### src/rtl/gray_count_rx.sv
// Receive end of a Gray-coded counter link: synchronises the Gray word, decodes it to binary
// and flags legal single steps, wrap-around and skip/backward violations.
module gray_count_rx #(
  parameter int DATA_WIDTH    = 4,
  parameter int SYNC_STAGES   = 2,
  parameter int ERR_CNT_WIDTH = 8
) (
  input  logic                     clk,
  input  logic                     reset,
  input  logic [DATA_WIDTH-1:0]    in_gray,
  output logic [DATA_WIDTH-1:0]    out_bin,
  output logic                     locked,
  output logic                     step,
  output logic                     wrap,
  output logic                     err,
  output logic [ERR_CNT_WIDTH-1:0] err_count
);

  localparam int FILL_W = 3;
  localparam logic [DATA_WIDTH-1:0] ONE      = DATA_WIDTH'(1);
  localparam logic [DATA_WIDTH-1:0] ZERO     = '0;
  localparam logic [DATA_WIDTH-1:0] ALL_ONES = '1;
  localparam logic [ERR_CNT_WIDTH-1:0] CNT_MAX = '1;
  localparam logic [ERR_CNT_WIDTH-1:0] CNT_ONE = ERR_CNT_WIDTH'(1);
  localparam logic [FILL_W-1:0] FILL_LAST = FILL_W'(SYNC_STAGES);

  typedef enum logic {FILL = 1'b0, TRACK = 1'b1} state_t;

  function automatic logic [DATA_WIDTH-1:0] gray_to_bin(input logic [DATA_WIDTH-1:0] g);
    logic [DATA_WIDTH-1:0] b;
    b[DATA_WIDTH-1] = g[DATA_WIDTH-1];
    for (int i = DATA_WIDTH - 2; i >= 0; i--) begin
      b[i] = b[i+1] ^ g[i];
    end
    return b;
  endfunction

  logic [DATA_WIDTH-1:0] s;
  logic [DATA_WIDTH-1:0] bin;
  logic [DATA_WIDTH-1:0] delta;
  state_t                state;
  logic [FILL_W-1:0]     fill_cnt;

  generate
    if (SYNC_STAGES == 0) begin : g_nosync
      assign s = in_gray;
    end else begin : g_sync
      logic [SYNC_STAGES-1:0][DATA_WIDTH-1:0] chain;

      always_ff @(posedge clk or posedge reset) begin
        if (reset) begin
          chain <= '0;
        end else begin
          chain[0] <= in_gray;
          for (int i = 1; i < SYNC_STAGES; i++) begin
            chain[i] <= chain[i-1];
          end
        end
      end

      assign s = chain[SYNC_STAGES-1];
    end
  endgenerate

  assign bin   = gray_to_bin(s);
  assign delta = bin - out_bin;

  // FILL waits out the reset zeros still travelling through the sync chain before locking
  always_ff @(posedge clk or posedge reset) begin
    if (reset) begin
      state     <= FILL;
      fill_cnt  <= '0;
      out_bin   <= '0;
      locked    <= 1'b0;
      step      <= 1'b0;
      wrap      <= 1'b0;
      err       <= 1'b0;
      err_count <= '0;
    end else begin
      step <= 1'b0;
      wrap <= 1'b0;
      err  <= 1'b0;
      case (state)
        FILL: begin
          if (fill_cnt == FILL_LAST) begin
            state   <= TRACK;
            out_bin <= bin;
            locked  <= 1'b1;
          end else begin
            fill_cnt <= fill_cnt + FILL_W'(1);
          end
        end
        TRACK: begin
          if (delta == ONE) begin
            out_bin <= bin;
            step    <= 1'b1;
            wrap    <= (out_bin == ALL_ONES);
          end else if (delta != ZERO) begin
            out_bin <= bin;
            err     <= 1'b1;
            if (err_count != CNT_MAX) begin
              err_count <= err_count + CNT_ONE;
            end else begin
              err_count <= err_count;
            end
          end else begin
            out_bin <= out_bin;
          end
        end
        default: begin
          state <= FILL;
        end
      endcase
    end
  end

endmodule
### config.mk
export PLATFORM = sky130hd
export DESIGN_NAME = gray_count_rx
export DESIGN_NICKNAME = d
export VERILOG_FILES = /design/src/rtl/gray_count_rx.sv
export SDC_FILE = /design/constraint.sdc
export NUM_CORES = 1
export LEC_CHECK = 0
export CAP_MARGIN = 40
export CORE_MARGIN = 1
export CORE_UTILIZATION = 42
export CTS_BUF_LIST = sky130_fd_sc_hd__clkbuf_4 sky130_fd_sc_hd__clkbuf_8 sky130_fd_sc_hd__clkbuf_16
export DETAILED_ROUTE_END_ITERATION = 10
export GPL_ROUTABILITY_DRIVEN = 0
export PLACE_DENSITY = 0.69
export SYNTH_ARGS = -nofsm -noshare
export SYNTH_HDL_FRONTEND = slang
export SYNTH_SLANG_ARGS = --single-unit
export TNS_END_PERCENT = 50
### constraint.sdc
create_clock -name clk -period 3.7 [get_ports clk]
set_input_delay 0.555 -clock clk [delete_from_list [all_inputs] [get_ports clk]]
set_output_delay 0.555 -clock clk [all_outputs]
set_load 0.01 [all_outputs]
==> out/metrics.yaml <==
cp_data_required_time_ns: 3.93
max-vdd-ir-drop_v: 0.0004355
tightest_slew_ns: 0.5444
row_count: 19
p_total_w: 0.001099
wl_per_cell_um: 12.15
die_area_um2: 3192
dp_slack_ns: 0.6799
globalRouteTotalUtil_pct: 14.55
clockBufferDepth: 2
place_area_um2: 1511
crit_path_end_kind: "flop"
vias: 781
synthTopCellsByArea: "dfrtp_1 56%, xor2_1 6.3%, ha_1 6.0%, inv_1 3.3%, nor4b_2 2.4%"
final_util_pct: 56.23
final.setup.tns_ns: 0
routed_wl_um: 1895
cellLeakagePower_nw: 0.7126
cts.sinks: 28
die_w_um: 56.50
clk_pin_slew_worst_paths_ns: 0.14
synth-seq-area-share_pct: 56.17
final_area_um2: 1564
synth_area_um2: 1247
htreeDepth: 1
post_cts_buffers: 0
start_util_pct: 44.85
comb_power_share_pct: 41.8
via_per_inst: 5.006
cts_tree: "built"
ant_nets: 0
status: "finished clean"
fin_skew_ns: 0.006370
synth.largest_area_cell: "dfrtp_1"
p_clk_share_pct: 17.7
netlist_instances: 99
grt_max_degree: 17
maxCapViolCount: 0
cts_root_buffer: "clkbuf_4"
hold_class: "reg -> reg"
crit_path_start_kind: "flop"
drt-initial-drc-count: 10
critPathKind: "reg -> reg"
drive_gt1_share_pct: 12.00
die_y_um: 56.50
grt_pass1_vias: 813
finalHoldViolCount: 0
synth_fp_nets: 112
power.switching_w: 0.0003752
setup_ws_ns: 0.6768
firstDrtPassIters: 4
rsz0062_at_grt: "no"
final_cell_mix: "28 x dfrtp_1, 21 x clkdlybuf4s50_1, 11 x inv_1"
max-slew-margin-rel_pct: 63.67
cts_hold_buf: 0
clock_latency_ns: 0.32
period_needed_ns: 3.023
cp.arrival_ns: 3.25
grt_antenna_before_repair: 0
grt-ovfl-total: 0
io_buffers: 21
period_share_pct: 81.71
cts_resized: 0
p_seq_share_pct: 40.5
yosys_register_bits: 28
synth-warning-count: 0
syn2layout_area_growth_pct: 25.38
nNetsFinal: 139
drc: 0
place_hpwl_um: 1472
io_pins: 22
power.internal_w: 0.0007237
path_max_fanout: 8
slew_viol_final: 0
numCtsBuffers: 3
powerDensity_nw_per_um2: 702.6
setup_viol: 0
antenna_cells: 0
fmax_mhz: 330.8
synthDistinctLibCells: 27
synth_top_area_share_pct: 56.17
power.share.switching_pct: 34.14
core_area_um2: 2781
synth_area_per_cell_um2: 12.60
layout_commonest_cell: "dfrtp_1"
grt_pass1_wl_um: 3567
synthesized netlist by cell type, drive strengths merged:
cell,number
fa,1
nand4,2
xnor2,3
nor4b,2
mux2,4
a41oi,1
nor2,5
and2,1
inv,11
o31ai,1
and4,1
dfrtp,28
nor4,1
xor2,9
nand3,3
and3,1
nand2b,1
o21ai,1
a21oi,4
mux2i,2
a31o,2
nand2,5
ha,6
nand3b,1
nor3,3
critical path, stage by stage (launching register included):
cell,delay [ns]
dfrtp_1,0.44
xor2_1,0.26
xor2_1,0.29
xnor2_1,0.13
ha_1,0.21
fa_1,0.37
xor2_1,0.20
nand2_1,0.12
o31ai_4,0.46
nor2_1,0.13
mux2_1,0.32
worst paths after layout:
path                                       from            to  slack [ns]  cells past startpoint
worst min-delay path            g_sync.chain[3]          s[3]        0.37                      0
worst max register to register             s[3]  err_count[1]        0.68                     10
worst max-delay path                       s[3]  err_count[1]        0.68                     10
worst min register to register  g_sync.chain[3]          s[3]        0.37                      0
min in group asynchronous                 reset    out_bin[3]        0.55                      2
max in group asynchronous                 reset         state        2.66                      3
metal layers:
| layer | vias to the layer above | global-route usage, % | part of all wire (%) |
|---|---|---|---|
| met5 | - | 0 | 0 |
| met2 | 13 | 24.87 | 49 |
| met3 | 2 | 4.839 | 3.8 |
| met4 | 0 | 3.136 | 0.69 |
| met1 | 380 | 17.86 | 47 |
| li1 | 386 | - | - |
metrics by stage:
| stage | hold slack (ns) | std cells |
|---|---|---|
| after floorplan | 0.3312 | 99 |
| after global placement | 0.3333 | 151 |
| after detailed placement | 0.3373 | 152 |
| after CTS | 0.3722 | 156 |
| after global routing | 0.3751 | 156 |
| final | 0.3666 | 156 |
power by group through the flow:
stage | combinational, W | clock, W | sequential (W)
after floorplan | 0.000255 | 0 | 0.000469
after global placement | 0.000451 | 0 | 0.000448
after detailed placement | 0.000463 | 0 | 0.000452
after CTS | 0.000467 | 0.000205 | 0.000447
after global routing | 0.000508 | 0.000218 | 0.000459
final | 0.000459 | 0.000194 | 0.000445
sequential cells by signal, summed over array words and instances, names as in the netlist:
name	count
err	1
err_count	8
fill_cnt	3
g_sync.chain	4
locked	1
out_bin	4
s	4
state	1
step	1
wrap	1
logic make-up (layout without fill, tap and decap cells):
logic type / after synthesis / in the layout / synth area share, %
adder cells (fa/ha/maj): 7 / 7 / 7.623
multiplexers: 6 / 6 / 5.215
flip-flops: 28 / 28 / 56.17
AND/OR/NAND/NOR: 26 / 26 / 12.54
XOR/XNOR: 12 / 12 / 8.426
buffers and inverters: 11 / 37 / 3.310
AO/OA/AOI/OAI: 9 / 9 / 6.720
final cells by class:
class	instances	area, µm²
clock buffer	3	22.52
fill	248	1217
timing repair buffer	22	225.2
multi-input combinational	60	505.5
sequential	28	700.7
inverter	11	41.29
tap	31	38.79
clock inverter	1	30.03
Power figures use the tool's default switching activity.
